**src/rtl/prime_rf_pkg.sv**
```systemverilog
// Shared parameters and FSM state type for the prime-modulus register-file loader.
// The default word and address widths here are shared with the register file itself.
package prime_rf_pkg;

    localparam int PRIME_XLEN    = 33;
    localparam int PRIME_AR_BITS = 6;

    typedef enum logic [1:0] {
        ST_IDLE = 2'd0,
        ST_LOAD = 2'd1,
        ST_DONE = 2'd2
    } load_state_t;

endpackage

```
**src/rtl/prime_rf_loader_if.sv**
```systemverilog
// Prime stream (valid/ready) and register-file write port bundled for the loader.
// Handshake: a word transfers on a rising edge where s_valid && s_ready; the source
// holds s_data stable while s_valid is high, and s_ready never depends on s_valid.
interface prime_rf_loader_if
    import prime_rf_pkg::*;
#(
    parameter int XLEN    = PRIME_XLEN,
    parameter int AR_BITS = PRIME_AR_BITS
);

    logic               s_valid;
    logic               s_ready;
    logic [XLEN-1:0]    s_data;
    logic               rf_we;
    logic [AR_BITS-1:0] rf_dst;
    logic [XLEN-1:0]    rf_dstw;

    // Host / stream-source side.
    modport master (
        output s_valid, s_data,
        input  s_ready, rf_we, rf_dst, rf_dstw
    );

    // Loader side.
    modport slave (
        input  s_valid, s_data,
        output s_ready, rf_we, rf_dst, rf_dstw
    );

endinterface

```
**src/rtl/prime_rf_loader.sv**
```systemverilog
// Write-side sequencer: loads a stream of primes into consecutive register-file slots.
// Optional macro PRIME_LOAD_ODD_CHECK_EN drops even words and raises a sticky err flag.
module prime_rf_loader
    import prime_rf_pkg::*;
#(
    parameter int XLEN    = PRIME_XLEN,
    parameter int AR_BITS = PRIME_AR_BITS
) (
    input  logic                 clk,
    input  logic                 rst_n,
    input  logic                 start,
    input  logic [AR_BITS-1:0]   base_adr,
    input  logic [AR_BITS:0]     count,
    output logic                 busy,
    output logic                 done,
    output logic                 err,
    output load_state_t          state,
    prime_rf_loader_if.slave     bus
);

    load_state_t        state_q, state_d;
    logic [AR_BITS-1:0] ptr_q;
    logic [AR_BITS:0]   rem_q;
    logic               rf_we_q;
    logic [AR_BITS-1:0] rf_dst_q;
    logic [XLEN-1:0]    rf_dstw_q;

    logic hs;
    logic last_word;
    logic word_ok;
    logic load_start;

    assign hs         = bus.s_valid && (state_q == ST_LOAD);
    assign last_word  = (rem_q == (AR_BITS+1)'(1));
    assign load_start = (state_q == ST_IDLE) && start;

`ifdef PRIME_LOAD_ODD_CHECK_EN
    // An even modulus is useless to the datapath, so its slot is skipped but still consumed.
    assign word_ok = bus.s_data[0];
`else
    assign word_ok = 1'b1;
`endif

    always_comb begin
        state_d     = state_q;
        busy        = 1'b0;
        done        = 1'b0;
        bus.s_ready = 1'b0;
        case (state_q)
            ST_IDLE: begin
                if (start) state_d = (count == '0) ? ST_DONE : ST_LOAD;
            end
            ST_LOAD: begin
                busy        = 1'b1;
                bus.s_ready = 1'b1;
                if (hs && last_word) state_d = ST_DONE;
            end
            ST_DONE: begin
                busy    = 1'b1;
                done    = 1'b1;
                state_d = ST_IDLE;
            end
            default: state_d = ST_IDLE;
        endcase
    end

    always_ff @(posedge clk or negedge rst_n) begin
        if (!rst_n) state_q <= ST_IDLE;
        else        state_q <= state_d;
    end

    // rf_dst/rf_dstw only change on a real write so an ungated file rewrites identical data.
    always_ff @(posedge clk or negedge rst_n) begin
        if (!rst_n) begin
            ptr_q     <= '0;
            rem_q     <= '0;
            rf_we_q   <= 1'b0;
            rf_dst_q  <= '0;
            rf_dstw_q <= '0;
        end else begin
            rf_we_q <= 1'b0;
            if (load_start) begin
                ptr_q <= base_adr;
                rem_q <= count;
            end
            if (hs) begin
                ptr_q <= ptr_q + AR_BITS'(1);
                rem_q <= rem_q - (AR_BITS+1)'(1);
                if (word_ok) begin
                    rf_we_q   <= 1'b1;
                    rf_dst_q  <= ptr_q;
                    rf_dstw_q <= bus.s_data;
                end
            end
        end
    end

`ifdef PRIME_LOAD_ODD_CHECK_EN
    logic err_q;

    always_ff @(posedge clk or negedge rst_n) begin
        if (!rst_n)                err_q <= 1'b0;
        else if (load_start)       err_q <= 1'b0;
        else if (hs && !word_ok)   err_q <= 1'b1;
    end

    assign err = err_q;
`else
    assign err = 1'b0;
`endif

    assign state       = state_q;
    assign bus.rf_we   = rf_we_q;
    assign bus.rf_dst  = rf_dst_q;
    assign bus.rf_dstw = rf_dstw_q;

endmodule

```
**src/flat_wrapper.sv**
```systemverilog
// flat-port wrapper written by rule: the top's interface ports become plain ports
module prime_rf_loader_flat import prime_rf_pkg::*;
#(
    parameter int XLEN    = PRIME_XLEN,
    parameter int AR_BITS = PRIME_AR_BITS
)
  (clk, rst_n, start, base_adr, count, busy, done, err, state, bus_s_valid, bus_s_data, bus_s_ready, bus_rf_we, bus_rf_dst, bus_rf_dstw);
  prime_rf_loader_if #(.XLEN(XLEN), .AR_BITS(AR_BITS)) bus_i ();
  input  logic clk;
  input  logic rst_n;
  input  logic start;
  input  logic [AR_BITS-1:0] base_adr;
  input  logic [AR_BITS:0] count;
  output logic busy;
  output logic done;
  output logic err;
  output load_state_t state;
  input wire logic [$bits(bus_i.s_valid)-1:0] bus_s_valid;
  input wire logic [$bits(bus_i.s_data)-1:0] bus_s_data;
  output wire logic [$bits(bus_i.s_ready)-1:0] bus_s_ready;
  output wire logic [$bits(bus_i.rf_we)-1:0] bus_rf_we;
  output wire logic [$bits(bus_i.rf_dst)-1:0] bus_rf_dst;
  output wire logic [$bits(bus_i.rf_dstw)-1:0] bus_rf_dstw;
  assign bus_i.s_valid = bus_s_valid;
  assign bus_i.s_data = bus_s_data;
  assign bus_s_ready = bus_i.s_ready;
  assign bus_rf_we = bus_i.rf_we;
  assign bus_rf_dst = bus_i.rf_dst;
  assign bus_rf_dstw = bus_i.rf_dstw;
  prime_rf_loader #(.XLEN(XLEN), .AR_BITS(AR_BITS)) u_core (.clk(clk), .rst_n(rst_n), .start(start), .base_adr(base_adr), .count(count), .busy(busy), .done(done), .err(err), .state(state), .bus(bus_i));
endmodule
```
**config.mk**
```make
export PLATFORM = sky130hd
export DESIGN_NAME = prime_rf_loader_flat
export DESIGN_NICKNAME = d
export VERILOG_FILES = /design/src/rtl/prime_rf_pkg.sv /design/src/rtl/prime_rf_loader_if.sv /design/src/rtl/prime_rf_loader.sv /design/src/flat_wrapper.sv
export SDC_FILE = /design/constraint.sdc
export NUM_CORES = 1
export LEC_CHECK = 0
export ABC_AREA = 1
export CELL_PAD_IN_SITES_DETAIL_PLACEMENT = 1
export CELL_PAD_IN_SITES_GLOBAL_PLACEMENT = 1
export CORE_ASPECT_RATIO = 0.8
export CORE_MARGIN = 2
export CORE_UTILIZATION = 33
export DETAILED_ROUTE_END_ITERATION = 10
export GPL_ROUTABILITY_DRIVEN = 0
export PLACE_DENSITY_LB_ADDON = 0.2
export SYNTH_ARGS = -nofsm -noshare
export SYNTH_HDL_FRONTEND = slang
export SYNTH_SLANG_ARGS = --single-unit
```
**constraint.sdc**
```tcl
create_clock -name clk -period 4.22 [get_ports clk]
set_clock_uncertainty 0.05 [all_clocks]
set_input_delay 0.633 -clock clk [delete_from_list [all_inputs] [get_ports clk]]
set_output_delay 0.633 -clock clk [all_outputs]
set_load 0.005 [all_outputs]
```
==> metrics, run 1 <==
run status=finished, final reports clean; Clock Root Buffer=sky130_fd_sc_hd__clkbuf_8; post-CTS clock slew at the launch and capture registers of the worst setup and hold paths=0.11 ns; Tcrit/Tclk final=a little under three fifths; Clock Path Buffers=2; fraction of final layout cells with drive strength greater than 1=4.81%; hold violation count in the final report=0; Area Overhead vs Synth=44.5%; die area=approximately 8200 um2; share of Yosys cell area claimed by the top area cell type=55.7%; synth unique cells=24; top cell type by total area after synthesis=sky130_fd_sc_hd__dfrtp_1; clock period minus worst slack=2.41 ns; setup slack of the critical path after layout=1.81 ns; clock latency on the worst-skew pair=0.31 ns; setup repair after global routing missed its margin=no; Clock Sinks=55; die width=101 um; FF-to-FF End=u_core.ptr_q[4]; cell area after technology mapping=~2500 um2; arrival time at the worst endpoint=about 2.6 ns; sequential cell area=1380 um2; number of ports placed on the die boundary=between 90 and 100; overall track demand over capacity in global routing=17.8%; pre-CTS setup slack=between 1 and 1.5 ns; die height=81.4 um; depth of the most critical reg-to-reg path=9; floorplan row count=28; initial core utilization=33.7%; Routed Wire Length=6890 um; top cells by area in the synthesized netlist=sky130_fd_sc_hd__dfrtp_1, sky130_fd_sc_hd__nand2_1, sky130_fd_sc_hd__ha_1, sky130_fd_sc_hd__nor2_1, sky130_fd_sc_hd__nand3_1; Leakage=1.72 nW; Ys Warns=0; placed insts=477; worst setup path start=bus_s_valid; slew at the pin closest to its max-slew limit=0.700 ns; IO Port Bufs=between 90 and 100; count of instances resized after the clock tree is built=0; worst voltage drop across the vdd grid=0.286 mV; First DRT Iteration DRCs=92; register-to-register path setup slack=1.84 ns; Fin Setup TNS=0 ns; worst r2r src=u_core.state[1]; via density per instance=4.66; area of the multi-input gates=~950 um2; total of flip-flops plus latches after synthesis=55; critical path data required time=approximately 4.4 ns; global route overflow=0; post-synthesis sequential area ratio=55.7%; count of pins over their slew limit=0; Highest Clock Rate=414 MHz; final count of negative-setup-slack endpoints=0; Max-cap violations=0; Post-Synthesis Net Count=around 360; final HPWL from detailed placement=~5100 um; DRT antenna net count=0; startpoint kind of the worst setup timing path=input pin; Post-route DRC=0; total power consumption of the routed design=between 2 and 2.5 mW; total placed instance area=3470 um2; areal power density over the cells=645 nW/um2; count of H-tree levels built during CTS=2; antenna cells=0; DR vias=approximately 2300; area of all placed cells without fillers=3570 um2; initial antenna violation count=0; Mapped Avg Cell Area=slightly above 8 um2; maximum fanout encountered on the critical timing path=46; wire length of the first global-routing pass=about 11000 um; nature of the critical path endpoint=flop; core area=7320 um2; Num CTS Buffers=5; routed length per placed instance=14.2 um; Total Nets Final=between 400 and 500; vias in the first global route=between 2000 and 2500; tightest slew margin relative to the limit=53.2%; cells after synthesis=approximately 300; worst hold path type=in -> async; clock tree from TritonCTS=built; pin count of the biggest net entering global routing=47; Post-CTS Setup Bufs=0; number of optimization iterations in the first detailed-route pass=4; critical path class=in -> reg; count of filler cells inserted in the layout=870; number of hold-repair buffers added at the cts stage=0; Finished Layout Cells=485
==> through the flow <==
stage               util [%]  hold slack, ns
floorplan                  -           0.287
global placement        47.4           0.414
finish                  48.7           0.271
global route            48.7           0.289
detailed placement      47.4           0.417
CTS                     48.7           0.292
==> critical path, stage by stage <==
cell and delay [ns]:
sky130_fd_sc_hd__clkdlybuf4s50_1 0.49, sky130_fd_sc_hd__nand2_2 0.41, sky130_fd_sc_hd__inv_4 0.55, sky130_fd_sc_hd__nand2_1 0.13, sky130_fd_sc_hd__o21ai_1 0.10, sky130_fd_sc_hd__nand2_1 0.07, sky130_fd_sc_hd__o21ai_1 0.08, sky130_fd_sc_hd__inv_1 0.06
==> area by class of cell <==
cell class,count,area share (%)
clock buffers,5,1.93
flip-flops and latches,55,38.6
inverters,22,2.38
multi-input cells,214,26.5
clock inverters,3,0.771
repair buffers,96,26.6
well taps,90,3.16
==> kinds of logic after synthesis <==
| logic type | synth area share, % |
|---|---|
| and+or+nand+nor | 29.7 |
| AOI/OAI and AO/OA | 5.42 |
| buffers and inverters | 5.93 |
| adders and majority gates | 3.04 |
| DFF | 55.7 |
| other | 0.152 |
==> placed cells by master (no fill, tap or decap), types with 2 or more instances in the layout <==
cell type and n:
sky130_fd_sc_hd__nand2_2 3, sky130_fd_sc_hd__o21ai_1 11, sky130_fd_sc_hd__nor2_1 20, sky130_fd_sc_hd__inv_2 2, sky130_fd_sc_hd__o22ai_1 3, sky130_fd_sc_hd__nor3_1 2
sky130_fd_sc_hd__clkbuf_8 5, sky130_fd_sc_hd__nand2_1 138, sky130_fd_sc_hd__nand4_1 3, sky130_fd_sc_hd__dfrtp_1 55, sky130_fd_sc_hd__a21oi_1 4, sky130_fd_sc_hd__o211ai_1 4
sky130_fd_sc_hd__ha_1 6, sky130_fd_sc_hd__inv_1 18, sky130_fd_sc_hd__nand3_1 14, sky130_fd_sc_hd__buf_4 2, sky130_fd_sc_hd__o21ai_0 2, sky130_fd_sc_hd__clkdlybuf4s50_1 93
==> cell usage after synthesis <==
cell	number
sky130_fd_sc_hd__dfrtp_1	55
sky130_fd_sc_hd__inv_2	2
sky130_fd_sc_hd__nand3_1	14
sky130_fd_sc_hd__a21oi_1	4
sky130_fd_sc_hd__and2_1	1
sky130_fd_sc_hd__buf_6	1
sky130_fd_sc_hd__conb_1	1
sky130_fd_sc_hd__o21ai_1	11
sky130_fd_sc_hd__ha_1	6
sky130_fd_sc_hd__clkinv_1	1
sky130_fd_sc_hd__nand2_1	138
sky130_fd_sc_hd__nand4_1	3
sky130_fd_sc_hd__nor2_4	1
sky130_fd_sc_hd__o22ai_1	3
sky130_fd_sc_hd__nor2_2	1
sky130_fd_sc_hd__o211ai_1	4
sky130_fd_sc_hd__inv_4	1
sky130_fd_sc_hd__nand2_2	3
sky130_fd_sc_hd__inv_1	18
sky130_fd_sc_hd__nor2_1	20
sky130_fd_sc_hd__nor3_1	2
sky130_fd_sc_hd__buf_2	7
sky130_fd_sc_hd__o21ai_0	2
sky130_fd_sc_hd__buf_4	2
==> power by group <==
| group | switching (mW) | internal (mW) | leakage [nW] |
|---|---|---|---|
| clock network | 0.182 | 0.122 | 0.0463 |
| registers | 0.168 | 0.769 | 0.678 |
| logic | 0.501 | 0.561 | 0.993 |
| total | 0.851 | 1.45 | 1.72 |
==> metal layers <==
layer	vias to the layer above	track usage [%]	wire (um)
met5	-	0	0
met2	67	28.1	3040
met4	0	3.84	42
met1	1070	25.0	3440
li1	1118	-	-
met3	5	3.96	369
==> state kept, by name, indices dropped and copies added (netlist names) <==
register / flops
u_core.state: 2
u_core.ptr_q: 6
u_core.rem_q: 7
u_core.bus.rf_we: 1
u_core.bus.rf_dstw: 33
u_core.bus.rf_dst: 6
==> worst max-delay path by stage <==
| stage | to |
|---|---|
| 2_1_floorplan | u_core.bus.rf_dst[0] |
| 3_3_place_gp | u_core.ptr_q[4] |
| 3_5_place_dp | u_core.ptr_q[4] |
| 4_1_cts | u_core.ptr_q[4] |
| 5_1_grt | u_core.ptr_q[4] |
| 6_report | u_core.ptr_q[4] |
Power figures use the tool's default switching activity.
==> run 2, diff against run 1 <==
Settings changed: CORE_UTILIZATION 33 to 28.
Clock period 4.22 ns to 2.17 ns, I/O delays scaled along.
==> metrics, run 2 (synthesized netlist as in run 1, its figures left out) <==
run status=finished, final reports clean; Clock Path Buffers=2; Num CTS Buffers=5; critical path data required time=1.79 ns; length of routed met2 wiring=3000 um; number of optimization iterations in the first detailed-route pass=4; FF-to-FF End=u_core.bus.rf_dst[1]; count of filler cells inserted in the layout=~1000; final HPWL from detailed placement=roughly 5200 um; die width=109 um; tightest slew margin relative to the limit=65.6%; die height=88.0 um; flip-flop count of the largest register, all copies and words added=33; Post-route DRC=0; initial antenna violation count=0; worst hold slack across all endpoints=0.436 ns; count of H-tree levels built during CTS=2; number of hold-repair buffers added at the cts stage=1; final count of negative-setup-slack endpoints=0; Tcrit/Tclk final=90.5%; WHS Endpoint=u_core.bus.rf_dstw[32]; vias in the first global route=2360; areal power density over the cells=1260 nW/um2; Fin Setup TNS=0 ns; most common library cell in the layout ignoring fill and taps=sky130_fd_sc_hd__nand2_1; Area Overhead vs Synth=48.4%; core area=8520 um2; Routed Wire Length=6860 um; Total Nets Final=between 400 and 500; slew at the pin closest to its max-slew limit=0.515 ns; fraction of final layout cells with drive strength greater than 1=5.99%; setup repair after global routing missed its margin=no; wire length of the first global-routing pass=11300 um; clock latency on the worst-skew pair=0.30 ns; worst r2r src=u_core.state[1]; IO Port Bufs=94; count of pins over their slew limit=0; arrival time at the worst endpoint=1.59 ns; routed length per placed instance=13.4 um; nature of the critical path endpoint=primary output; Post-CTS Setup Bufs=0; routed length on met3=472 um; worst hold path type=reg -> reg; die area=between 9000 and 10000 um2; floorplan row count=30; pin count of the biggest net entering global routing=23; startpoint kind of the worst setup timing path=flop; Leakage=1.76 nW; top layer used by detailed routing=met4; maximum fanout encountered on the critical timing path=4; wire length on met1=3360 um; clock period minus worst slack=slightly below 2 ns; antenna cells=0; leading cell types in the layout, fill and taps excluded=sky130_fd_sc_hd__nand2_1, sky130_fd_sc_hd__clkdlybuf4s50_1, sky130_fd_sc_hd__dfrtp_1, sky130_fd_sc_hd__nor2_1, sky130_fd_sc_hd__inv_1; First DRT Iteration DRCs=54; hold_sp=u_core.bus.rf_dstw[32]; DR vias=2243; clock tree from TritonCTS=built; Hold Path Depth=2; register-to-register path setup slack=between 0.4 and 0.5 ns; Clock Root Buffer=sky130_fd_sc_hd__clkbuf_8; via density per instance=4.37; hold violation count in the final report=0; DRT antenna net count=0; overall track demand over capacity in global routing=14.9%; number of ports placed on the die boundary=96; global route overflow=0; count of instances resized after the clock tree is built=0; Clock Sinks=55; worst voltage drop across the vdd grid=roughly 0.37 mV; initial core utilization=29.0%; post-CTS clock slew at the launch and capture registers of the worst setup and hold paths=about 0.10 ns; critical path class=reg -> out; Highest Clock Rate=509 MHz; depth of the most critical reg-to-reg path=7; Max-cap violations=0
==> run 2: cell count changes in the layout (fill, tap and decap cells not counted), sizes merged <==
cell / before / now
buf: 3 / 8
bufinv: 0 / 1
clkbuf: 5 / 6
clkinvlp: 1 / 0
dlygate4sd3: 0 / 1
inv: 22 / 21
==> run 2: worst max-delay path, cell delays in order, from the launching register on <==
cell                              delay (ns)
sky130_fd_sc_hd__dfrtp_1                0.43
sky130_fd_sc_hd__inv_1                  0.09
sky130_fd_sc_hd__ha_1                   0.24
sky130_fd_sc_hd__clkdlybuf4s50_1        0.53
==> run 2: layer usage <==
metal,GRT usage (%),up-vias
met5,0,-
li1,-,1133
met3,3.57,2
met1,21.1,1043
met4,3.03,0
met2,23.5,65
==> run 2: metrics by stage <==
step | worst slack, ns | std cells | area [um2] | util [%] | total power [mW]
floorplan | 0.744 | 301 | 2470 | - | 2.76
global placement | 0.414 | 504 | 3540 | 41.5 | 3.90
detailed placement | 0.391 | 504 | 3540 | 41.5 | 3.97
CTS | 0.181 | 513 | 3660 | 43.0 | 4.69
global route | 0.115 | 513 | 3660 | 43.0 | 5.03
finish | 0.206 | 513 | 3660 | 43.0 | 4.60
==> run 2: layout make-up <==
type / instances / area (um2) / area share [%]
clock inverter: 2 / 35.0 / 0.956
sequential: 55 / 1380 / 37.6
tap: 112 / 140 / 3.82
clock buffer: 6 / 82.6 / 2.25
multi-input combinational: 214 / 947 / 25.8
timing repair buffer: 102 / 998 / 27.2
inverter: 22 / 85.1 / 2.32
==> run 2: power breakdown <==
group	internal, mW	switching [mW]	leakage [nW]
registers	1.50	0.330	0.678
logic	1.11	0.964	1.02
clock network	0.374	0.320	0.0612
total	2.99	1.61	1.76
==> run 2: worst max path at each step <==
stage,start,endpoint,slack [ns],cells after the start
final,u_core.state[1],bus_s_ready,0.21,3
after global routing,u_core.state[1],bus_s_ready,0.11,3
after CTS,u_core.state[1],bus_s_ready,0.18,3
after detailed placement,bus_s_valid,u_core.bus.rf_dst[1],0.39,6
after global placement,bus_s_valid,u_core.bus.rf_dst[1],0.41,6
after floorplan,u_core.state[1],u_core.bus.rf_dst[0],0.74,7
==> run 3, diff against run 2 <==
Clock period 2.17 ns to 1.8 ns, I/O delays scaled along.
==> metrics, run 3 (synthesized netlist as in run 1, its figures left out) <==
run status=finished, final reports clean; leading cell types in the layout, fill and taps excluded=sky130_fd_sc_hd__nand2_1, sky130_fd_sc_hd__clkdlybuf4s50_1, sky130_fd_sc_hd__dfrtp_1, sky130_fd_sc_hd__nor2_1, sky130_fd_sc_hd__inv_1; Post-route DRC=0; initial core utilization=29.0%; floorplan row count=30; Area Overhead vs Synth=50.1%; tightest slew margin relative to the limit=59.7%; clock period minus worst slack=1.63 ns; hold violation count in the final report=0; number of ports placed on the die boundary=between 90 and 100; total placed instance area=3560 um2; register-to-register path setup slack=0.22 ns; Num CTS Buffers=5; Routed Wire Length=7110 um; count of pins over their slew limit=0; flip-flop count of the largest register, all copies and words added=33; die width=109 um; Clock Root Buffer=sky130_fd_sc_hd__clkbuf_8; vias in the first global route=2403; routed length per placed instance=roughly 14 um; placed insts=504; initial antenna violation count=0; pin count of the biggest net entering global routing=33; Clock Sinks=55; final count of negative-setup-slack endpoints=0; DRT antenna net count=0; arrival time at the worst endpoint=between 1 and 1.5 ns; IO Port Bufs=94; post-CTS clock slew at the launch and capture registers of the worst setup and hold paths=~0.1 ns; worst voltage drop across the vdd grid=0.534 mV; worst hold path type=reg -> reg; DR vias=2268; critical path class=reg -> out; critical path data required time=1.48 ns; Tcrit/Tclk final=between 90% and 100%; Fin Setup TNS=0 ns; clock latency on the worst-skew pair=0.30 ns; fraction of final layout cells with drive strength greater than 1=7.43%; Max-cap violations=0; wire length of the first global-routing pass=11700 um; count of filler cells inserted in the layout=approximately 1000; maximum fanout encountered on the critical timing path=2; most common library cell in the layout ignoring fill and taps=sky130_fd_sc_hd__nand2_1; slew at the pin closest to its max-slew limit=0.604 ns; Finished Layout Cells=between 500 and 600; overall track demand over capacity in global routing=between 10% and 20%; nature of the critical path endpoint=primary output; post-route core utilization=43.5%; die height=88.0 um; worst hold slack across all endpoints=0.437 ns; via density per instance=4.40; Clock Path Buffers=2; First DRT Iteration DRCs=58; final HPWL from detailed placement=5310 um; count of H-tree levels built during CTS=2; number of optimization iterations in the first detailed-route pass=4; area of all placed cells without fillers=3710 um2; clock tree from TritonCTS=built; core area=8520 um2; Total Nets Final=459; Leakage=1.81 nW; Highest Clock Rate=around 600 MHz; areal power density over the cells=1480 nW/um2; setup repair after global routing missed its margin=no; die area=9590 um2; antenna cells=0; global route overflow=0; startpoint kind of the worst setup timing path=flop
==> run 3: per-layer routing <==
metal | track usage [%] | share of wire [%]
met5 | 0 | 0
met2 | 24.8 | 45
met1 | 22.0 | 49
met3 | 3.35 | 5.8
met4 | 2.10 | 0.24
==> run 3: path summary, 6_finish.rpt <==
path / start / end / cells after the start
setup / recovery: u_core.state[0] / busy / 3
hold / removal: u_core.bus.rf_dstw[15] / u_core.bus.rf_dstw[15] / 2
setup reg to reg: u_core.state[0] / u_core.ptr_q[3] / 8
hold reg to reg: u_core.bus.rf_dstw[15] / u_core.bus.rf_dstw[15] / 2
max in group asynchronous: rst_n / u_core.rem_q[6] / 3
min in group asynchronous: rst_n / u_core.bus.rf_dstw[7] / 2
==> run 3: critical path, cell delays in order (launching register included) <==
cell                            delay (ns)
sky130_fd_sc_hd__dfrtp_1              0.40
sky130_fd_sc_hd__inv_2                0.06
sky130_fd_sc_hd__ha_1                 0.29
sky130_fd_sc_hd__dlygate4sd2_1        0.27
==> run 3: cell type report <==
type | instances | area, um2 | area share (%)
Clock inverter | 3 | 20.0 | 0.540
Inverter | 22 | 85.1 | 2.30
Multi-Input combinational cell | 214 | 960 | 25.9
Sequential cell | 55 | 1380 | 37.1
Clock buffer | 5 | 68.8 | 1.86
Tap cell | 112 | 140 | 3.78
Timing Repair Buffer | 105 | 1060 | 28.5
==> run 3: metrics by stage <==
| stage | power (mW) | setup WS, ns |
|---|---|---|
| after floorplan | 3.33 | 0.374 |
| after global placement | 4.72 | 0.188 |
| after detailed placement | 4.80 | 0.142 |
| after CTS | 5.58 | 0.00966 |
| after global routing | 5.99 | 0.0702 |
| final | 5.48 | 0.171 |
==> run 3: timing repair <==
action                                 4_1_cts  5_1_grt
buffers inserted                             3        0
cloned                                       0        0
gates resized for setup                      4        5
hold buffers                                 1        0
setup endpoints to repair                    3        3
pin swaps                                    0        0
endpoints found under the hold margin       23        0
==> run 3: where the power goes <==
| part | total (mW) | internal (mW) | leakage, nW | switching [mW] |
|---|---|---|---|---|
| clock network | 0.685 | 0.272 | 0.0402 | 0.413 |
| registers | 2.18 | 1.80 | 0.678 | 0.380 |
| logic | 2.61 | 1.40 | 1.09 | 1.21 |
